### src/rtl/parity_serializer.sv
// Parallel-to-serial framer: DATA_W payload bits LSB first, then one parity bit.
// Define PARITY_SER_ODD_EN to invert the parity bit (odd parity); default is even parity.
module parity_serializer #(
    parameter int unsigned DATA_W = 15
) (
    input  logic              clk,
    input  logic              rst,
    input  logic [DATA_W-1:0] din,
    input  logic              din_valid,
    output logic              din_ready,
    output logic              dout,
    output logic              dout_valid,
    output logic              frame_start,
    output logic              busy
);

    localparam int unsigned CntW = $clog2(DATA_W + 1);

`ifdef PARITY_SER_ODD_EN
    localparam logic ParInv = 1'b1;
`else
    localparam logic ParInv = 1'b0;
`endif

    typedef enum logic [1:0] {
        StIdle,
        StShift,
        StParity
    } state_e;

    state_e            state_q, state_d;
    logic [DATA_W-1:0] shift_q, shift_d;
    logic [CntW-1:0]   cnt_q, cnt_d;
    logic              par_q, par_d;
    logic              dout_q, dout_d;
    logic              dout_valid_q, dout_valid_d;
    logic              frame_start_q, frame_start_d;
    logic              accept;

    // Ready in PARITY lets back-to-back frames run with no idle gap.
    assign din_ready   = !rst && (state_q != StShift);
    assign accept      = din_valid && din_ready;
    assign busy        = (state_q != StIdle);
    assign dout        = dout_q;
    assign dout_valid  = dout_valid_q;
    assign frame_start = frame_start_q;

    always_comb begin
        state_d       = state_q;
        shift_d       = shift_q;
        cnt_d         = cnt_q;
        par_d         = par_q;
        dout_d        = 1'b0;
        dout_valid_d  = 1'b0;
        frame_start_d = 1'b0;

        unique case (state_q)
            StShift: begin
                // cnt_q counts payload bits already on the wire.
                if (cnt_q == CntW'(DATA_W)) begin
                    dout_d       = par_q ^ ParInv;
                    dout_valid_d = 1'b1;
                    cnt_d        = '0;
                    state_d      = StParity;
                end else begin
                    dout_d       = shift_q[0];
                    dout_valid_d = 1'b1;
                    par_d        = par_q ^ shift_q[0];
                    shift_d      = shift_q >> 1;
                    cnt_d        = cnt_q + CntW'(1);
                end
            end
            StIdle, StParity: begin
                if (accept) begin
                    shift_d       = din >> 1;
                    dout_d        = din[0];
                    dout_valid_d  = 1'b1;
                    frame_start_d = 1'b1;
                    par_d         = din[0];
                    cnt_d         = CntW'(1);
                    state_d       = StShift;
                end else begin
                    par_d   = 1'b0;
                    state_d = StIdle;
                end
            end
            default: state_d = StIdle;
        endcase
    end

    always_ff @(posedge clk) begin
        if (rst) begin
            state_q       <= StIdle;
            shift_q       <= '0;
            cnt_q         <= '0;
            par_q         <= 1'b0;
            dout_q        <= 1'b0;
            dout_valid_q  <= 1'b0;
            frame_start_q <= 1'b0;
        end else begin
            state_q       <= state_d;
            shift_q       <= shift_d;
            cnt_q         <= cnt_d;
            par_q         <= par_d;
            dout_q        <= dout_d;
            dout_valid_q  <= dout_valid_d;
            frame_start_q <= frame_start_d;
        end
    end

endmodule

### config.mk
export PLATFORM = sky130hd
export DESIGN_NAME = parity_serializer
export DESIGN_NICKNAME = d
export VERILOG_FILES = /design/src/rtl/parity_serializer.sv
export SDC_FILE = /design/constraint.sdc
export NUM_CORES = 1
export LEC_CHECK = 0
export ABC_AREA = 1
export CAP_MARGIN = 10
export CORE_AREA = 2 2 56 58
export DETAILED_ROUTE_END_ITERATION = 7
export DIE_AREA = 0 0 58 60
export PLACE_DENSITY = 0.75
export SLEW_MARGIN = 20
export SYNTH_ARGS = -nofsm -noshare
export SYNTH_HDL_FRONTEND = slang
export SYNTH_SLANG_ARGS = --single-unit
### constraint.sdc
create_clock -name clk -period 2.1 [get_ports clk]
set_input_delay 0.42 -clock clk [delete_from_list [all_inputs] [get_ports clk]]
set_output_delay 0.42 -clock clk [all_outputs]
set_load 0.005 [all_outputs]
# Word-level counts from Yosys, hierarchy flattened
# Index checks and enable logic that the tools add are counted.
dict set report word_totals {
  ff_bits 25
  in_bits 18
  out_inout_bits 5
  wordCells 44
}
dict set report op_classes {
  add_sub_neg 1
  eq_ne 7
  mux 16
  n_bitwise 2
  reduce_logical 11
}
# operator count
set op_table {}
lappend op_table {{$mux W15} 2}
lappend op_table {{$pmux W15 S2} 1}
lappend op_table {{$mux W4} 2}
lappend op_table {{$pmux W4 S2} 1}
lappend op_table {{$ne A2 B2 Y1 const B} 3}
lappend op_table {{$pmux W1 S2} 3}
lappend op_table {{$mux W1} 5}
lappend op_table {{$add A4 B1 Y4 const B} 1}
lappend op_table {{$eq A4 B4 Y1 const B} 1}
lappend op_table {{$pmux W2 S2} 1}
lappend op_table {{$reduce_and A2 Y1} 2}
lappend op_table {{$reduce_bool A2 Y1} 2}
lappend op_table {{$reduce_or A2 Y1} 2}
lappend op_table {{$reduce_and A3 Y1} 1}
lappend op_table {{$eq A2 B1 Y1 const B} 1}
lappend op_table {{$eq A2 B2 Y1 const B} 1}
lappend op_table {{$logic_and A1 B1 Y1} 2}
lappend op_table {{$logic_not A2 Y1} 1}
lappend op_table {{$mux W2} 1}
lappend op_table {{$ne A2 B1 Y1 const B} 1}
lappend op_table {{$logic_not A1 Y1} 1}
lappend op_table {{$not A1 Y1} 1}
lappend op_table {{$xor A1 B1 Y1} 1}

# Longest topological paths before layout
dict set report depth {
  depth_word 5
  mapped_depth 8
  ltp_nobuf 7
}

# Worst setup path before layout
# OpenSTA, ideal clock, no wires.
dict set report synth_timing {
  path_type {register to register}
  from {register cnt_q[0]}
  to {register shift_q[10]}
  setup_time_ns 0.064
  arrival_time_ns 1.200
  required_ns 2.036
  slack_ns 0.836
  path_stages_with_launch 9
  n_path_buf 1
  period_less_slack_ns 1.264
  path_cell_list {dfxtp_1 > ha_1 > nand3_2 > nand2_4 > nand2_1 > inv_2 > buf_6 > nor2_1 > nor2_1}
}
dict set report synth_via {
  elab_chain_len 3
}
# item line_no
set synth_lines {}
lappend synth_lines {{start, declared} 33} ;# logic [CntW-1:0] cnt_q, cnt_d;
lappend synth_lines {{start signal, assigned} 103} ;# cnt_q <= cnt_d;
lappend synth_lines {{$eq A4 B4 Y1} 60} ;# if (cnt_q == CntW'(DATA_W)) begin
lappend synth_lines {{$ne A2 B2 Y1 (no line)} -}
lappend synth_lines {{$reduce_and A3 Y1 (no line)} -}
lappend synth_lines {{end signal, assigned} 102} ;# shift_q <= shift_d;
lappend synth_lines {{end, declared} 32} ;# logic [DATA_W-1:0] shift_q, shift_d;
# No other way between the ends.
# A chain may end at the register's enable or synchronous reset.

# Worst setup path after layout
dict set report layout_timing {
  from {input port rst}
  to {output port din_ready}
}
dict set report layout_via {
  elab_chain_len 2
}
# item line_no
set layout_lines {}
lappend layout_lines {{start, declared} 7} ;# input logic rst,
lappend layout_lines {{$logic_not A1 Y1} 41} ;# assign din_ready = !rst && (state_q != StShift);
lappend layout_lines {{$logic_and A1 B1 Y1} 41}
lappend layout_lines {{end, declared} 10} ;# output logic din_ready,
# No other way between the ends.

==> impl_metrics.tcl <==
set metrics [dict create \
    grt_pass1_vias 1034 \
    synth_xor_area_share_pct 0 \
    worst_setup_path_start_kind "primary input" \
    synth_warnings 0 \
    cap_violations 0 \
    p_comb_share_pct 22.9 \
    fin_crit_ps 1970 \
    arrival_ps 1550 \
    dr_total_vias 1151 \
    tightest_slew_ps 283 \
    gr-usage-all-layers_pct 15.5 \
    port_buffers 22 \
    vdd_drop_max_v 0.000312 \
    relSlewSlack_pct 81.1 \
    grt-ovfl-total 0 \
    htreeDepth 1 \
    r2r_cells 7 \
    fin_crit_sh_pct 93.6 \
    setup_violations 0 \
    via_per_inst 4.70 \
    min-delay-start "cnt_q[1]$_SDFFE_PP0P_" \
    final-max-slew-violation-count 0 \
    synth_mux_area_share_pct 0 \
    grt_pass1_wl_mm 4.28 \
    net-switching-power_uw 269 \
    r2r_slack_ps 510 \
    coreArea_um2 2900 \
    synth-seq-area-share_pct 38.7 \
    syn_nets 208 \
    synth_adder_area_share_pct 1.01 \
    firstDrtPassIters 4 \
    p_seq_share_pct 52.5 \
    reg2reg_from "cnt_q[0]$_SDFFE_PP0P_" \
    clock_latency_ps 310 \
    row_count 20 \
    swShare_pct 27.7 \
    ant_nets 0 \
    r2r-end "shift_q[5]$_SDFFE_PP0P_" \
    fmax_ghz 0.509 \
    holdPathEnd "cnt_q[1]$_SDFFE_PP0P_" \
    endpoint_kind "output pin" \
    worstPathMaxFanout 2 \
    synthSimpleGateAreaFrac_pct 38.7 \
    cpMostUsedCell "clkdlybuf4s50_1" \
    slowest_delay_ps 480 \
    syn_inst 189 \
    rsz0062_at_grt "false" \
    cts.sinks 24 \
    cts_tree "done" \
    p_leak_uw 0.000712 \
    intPower_uw 703 \
    min_path_cells 2 \
    drtIter0Drc 35 \
    required_ps 1680 \
    areaGrowthSynthToFinish_pct 20.6 \
    grt_start_max_net_pins 29 \
    synth_cell_types 21 \
    fp.dieH_um 60 \
    setup_tns_ps 0 \
    cts_buffers 3 \
    hold_viol 0 \
    route.detailed.wl_per_inst_um 9.83 \
    layout-drive-gt1-share_pct 8.02 \
    nets 232 \
    gp_congestion 0.825 \
    antenna_found_initial 0 \
    fp.dieArea_um2 3480 \
    synth-compound-area-share_pct 7.66 \
    die_x_um 58 \
    finClkSkew_ps 4.09 \
    clockBufferDepth 2 \
    io_pins 23 \
    drt-total-wl_mm 2.41 \
    synth_area_per_cell_um2 6.57 \
    drc 0 \
    synth-seq-cells 24 \
    cts_root_buffer "clkbuf_4" \
    synth_top_family_by_area "simple AND/OR/NAND/NOR gates" \
    clkPwrFrac_pct 24.6 \
    path_cells "clkdlybuf4s50_1 > clkinv_1 > nand2_1 > inv_1 > clkdlybuf4s50_1" \
    hold_path.class "reg2reg" \
    powerDensity_nw_per_um2 650 \
    final_common_cell "nand2_1" \
    clkTransAtPathRegs_ps 120 \
    status "completed" \
    dpl.hpwl_mm 1.63 \
    final_cell_mix "47 x nand2_1, 37 x nor2_1, 24 x dfxtp_1" \
    syn_area_um2 1240 \
    diodes 0 \
    critPathKind "in2out" \
    cp_slowest_cell "clkdlybuf4s50_1" \
    design_area_um2 1500 \
    start_util_pct 42.8 \
    placed_cell_area_um2 1460 \
]
==> cells in the mapped netlist, drive strengths merged <==
cell / instances / area share (%)
a21oi: 4 / 1.6
buf: 7 / 5.5
clkbuf: 1 / 1.1
clkinv: 1 / 0.30
dfxtp: 24 / 39
ha: 1 / 1.0
inv: 23 / 7.0
nand2: 49 / 15
nand3: 22 / 9.3
nand4: 1 / 0.50
nor2: 40 / 13
nor3: 1 / 0.40
o21ai: 15 / 6.0
==> area by class of cell <==
| cell class | instances | area, um^2 |
|---|---|---|
| fillers | 303 | 1410 |
| multi-input cells | 133 | 591 |
| flip-flops and latches | 24 | 480 |
| repair buffers | 27 | 258 |
| inverters | 24 | 90.1 |
| well taps | 33 | 41.3 |
| clock buffers | 4 | 36.3 |
==> power groups by stage <==
stage	clock, uW	combinational [uW]	sequential, uW
3_5_place_dp	0	224	520
3_3_place_gp	0	222	519
6_report	239	223	510
5_1_grt	265	259	514
4_1_cts	243	225	510
2_1_floorplan	0	163	517
==> worst max-delay path by stage <==
stage          slack (ps)                  endpoint               startpoint  depth (start not counted)
2_1_floorplan         840  shift_q[10]$_SDFFE_PP0P_    cnt_q[0]$_SDFFE_PP0P_                          8
4_1_cts               100                 din_ready  state_q[1]$_SDFFE_PP0P_                          5
3_5_place_dp          130                 din_ready                      rst                          5
5_1_grt                30                 din_ready                      rst                          5
3_3_place_gp          150                 din_ready                      rst                          5
6_report              130                 din_ready                      rst                          5
==> per-layer routing <==
| metal | up-vias | share of wire [%] | GRT usage [%] |
|---|---|---|---|
| met3 | 4 | 5.0 | 1.30 |
| met2 | 30 | 44 | 26.3 |
| met4 | 0 | 1.6 | 5.98 |
| met1 | 488 | 49 | 20.4 |
| li1 | 629 | - | - |
| met5 | - | 0 | 0 |
==> critical path: cells and delay by family <==
family                 cells  cell delay (ps)
buffers and inverters      4             1040
AND/OR/NAND/NOR            1               80
==> timing repair <==
action / CTS / global route
endpoints found under the setup margin: 0 / 1
hold buffers: 0 / 0
buffers inserted: 0 / 0
gates resized for setup: 0 / 1
==> logic make-up (layout without fill, tap and decap cells) <==
| group | Yosys count | count (layout) |
|---|---|---|
| simple gates | 113 | 113 |
| buf+inv | 32 | 55 |
| flops | 24 | 24 |
| compound gates | 19 | 19 |
| fa+ha+maj | 1 | 1 |
==> sequential cells by signal, summed over array words and instances (netlist names) <==
signal and flops:
cnt_q 4, dout 1, dout_valid 1, frame_start 1
par_q 1, shift_q 14, state_q 2
==> stage by stage <==
stage	hold slack (ps)	setup WS, ps	utilization, %	total power, uW	std cells
after floorplan	459	836	-	680	189
after global placement	486	148	50.2	741	241
after detailed placement	500	130	50.2	744	241
after CTS	517	98.1	51.5	978	245
after global routing	540	28.4	51.6	1040	245
final	521	134	51.6	972	245
Power figures use the tool's default switching activity.
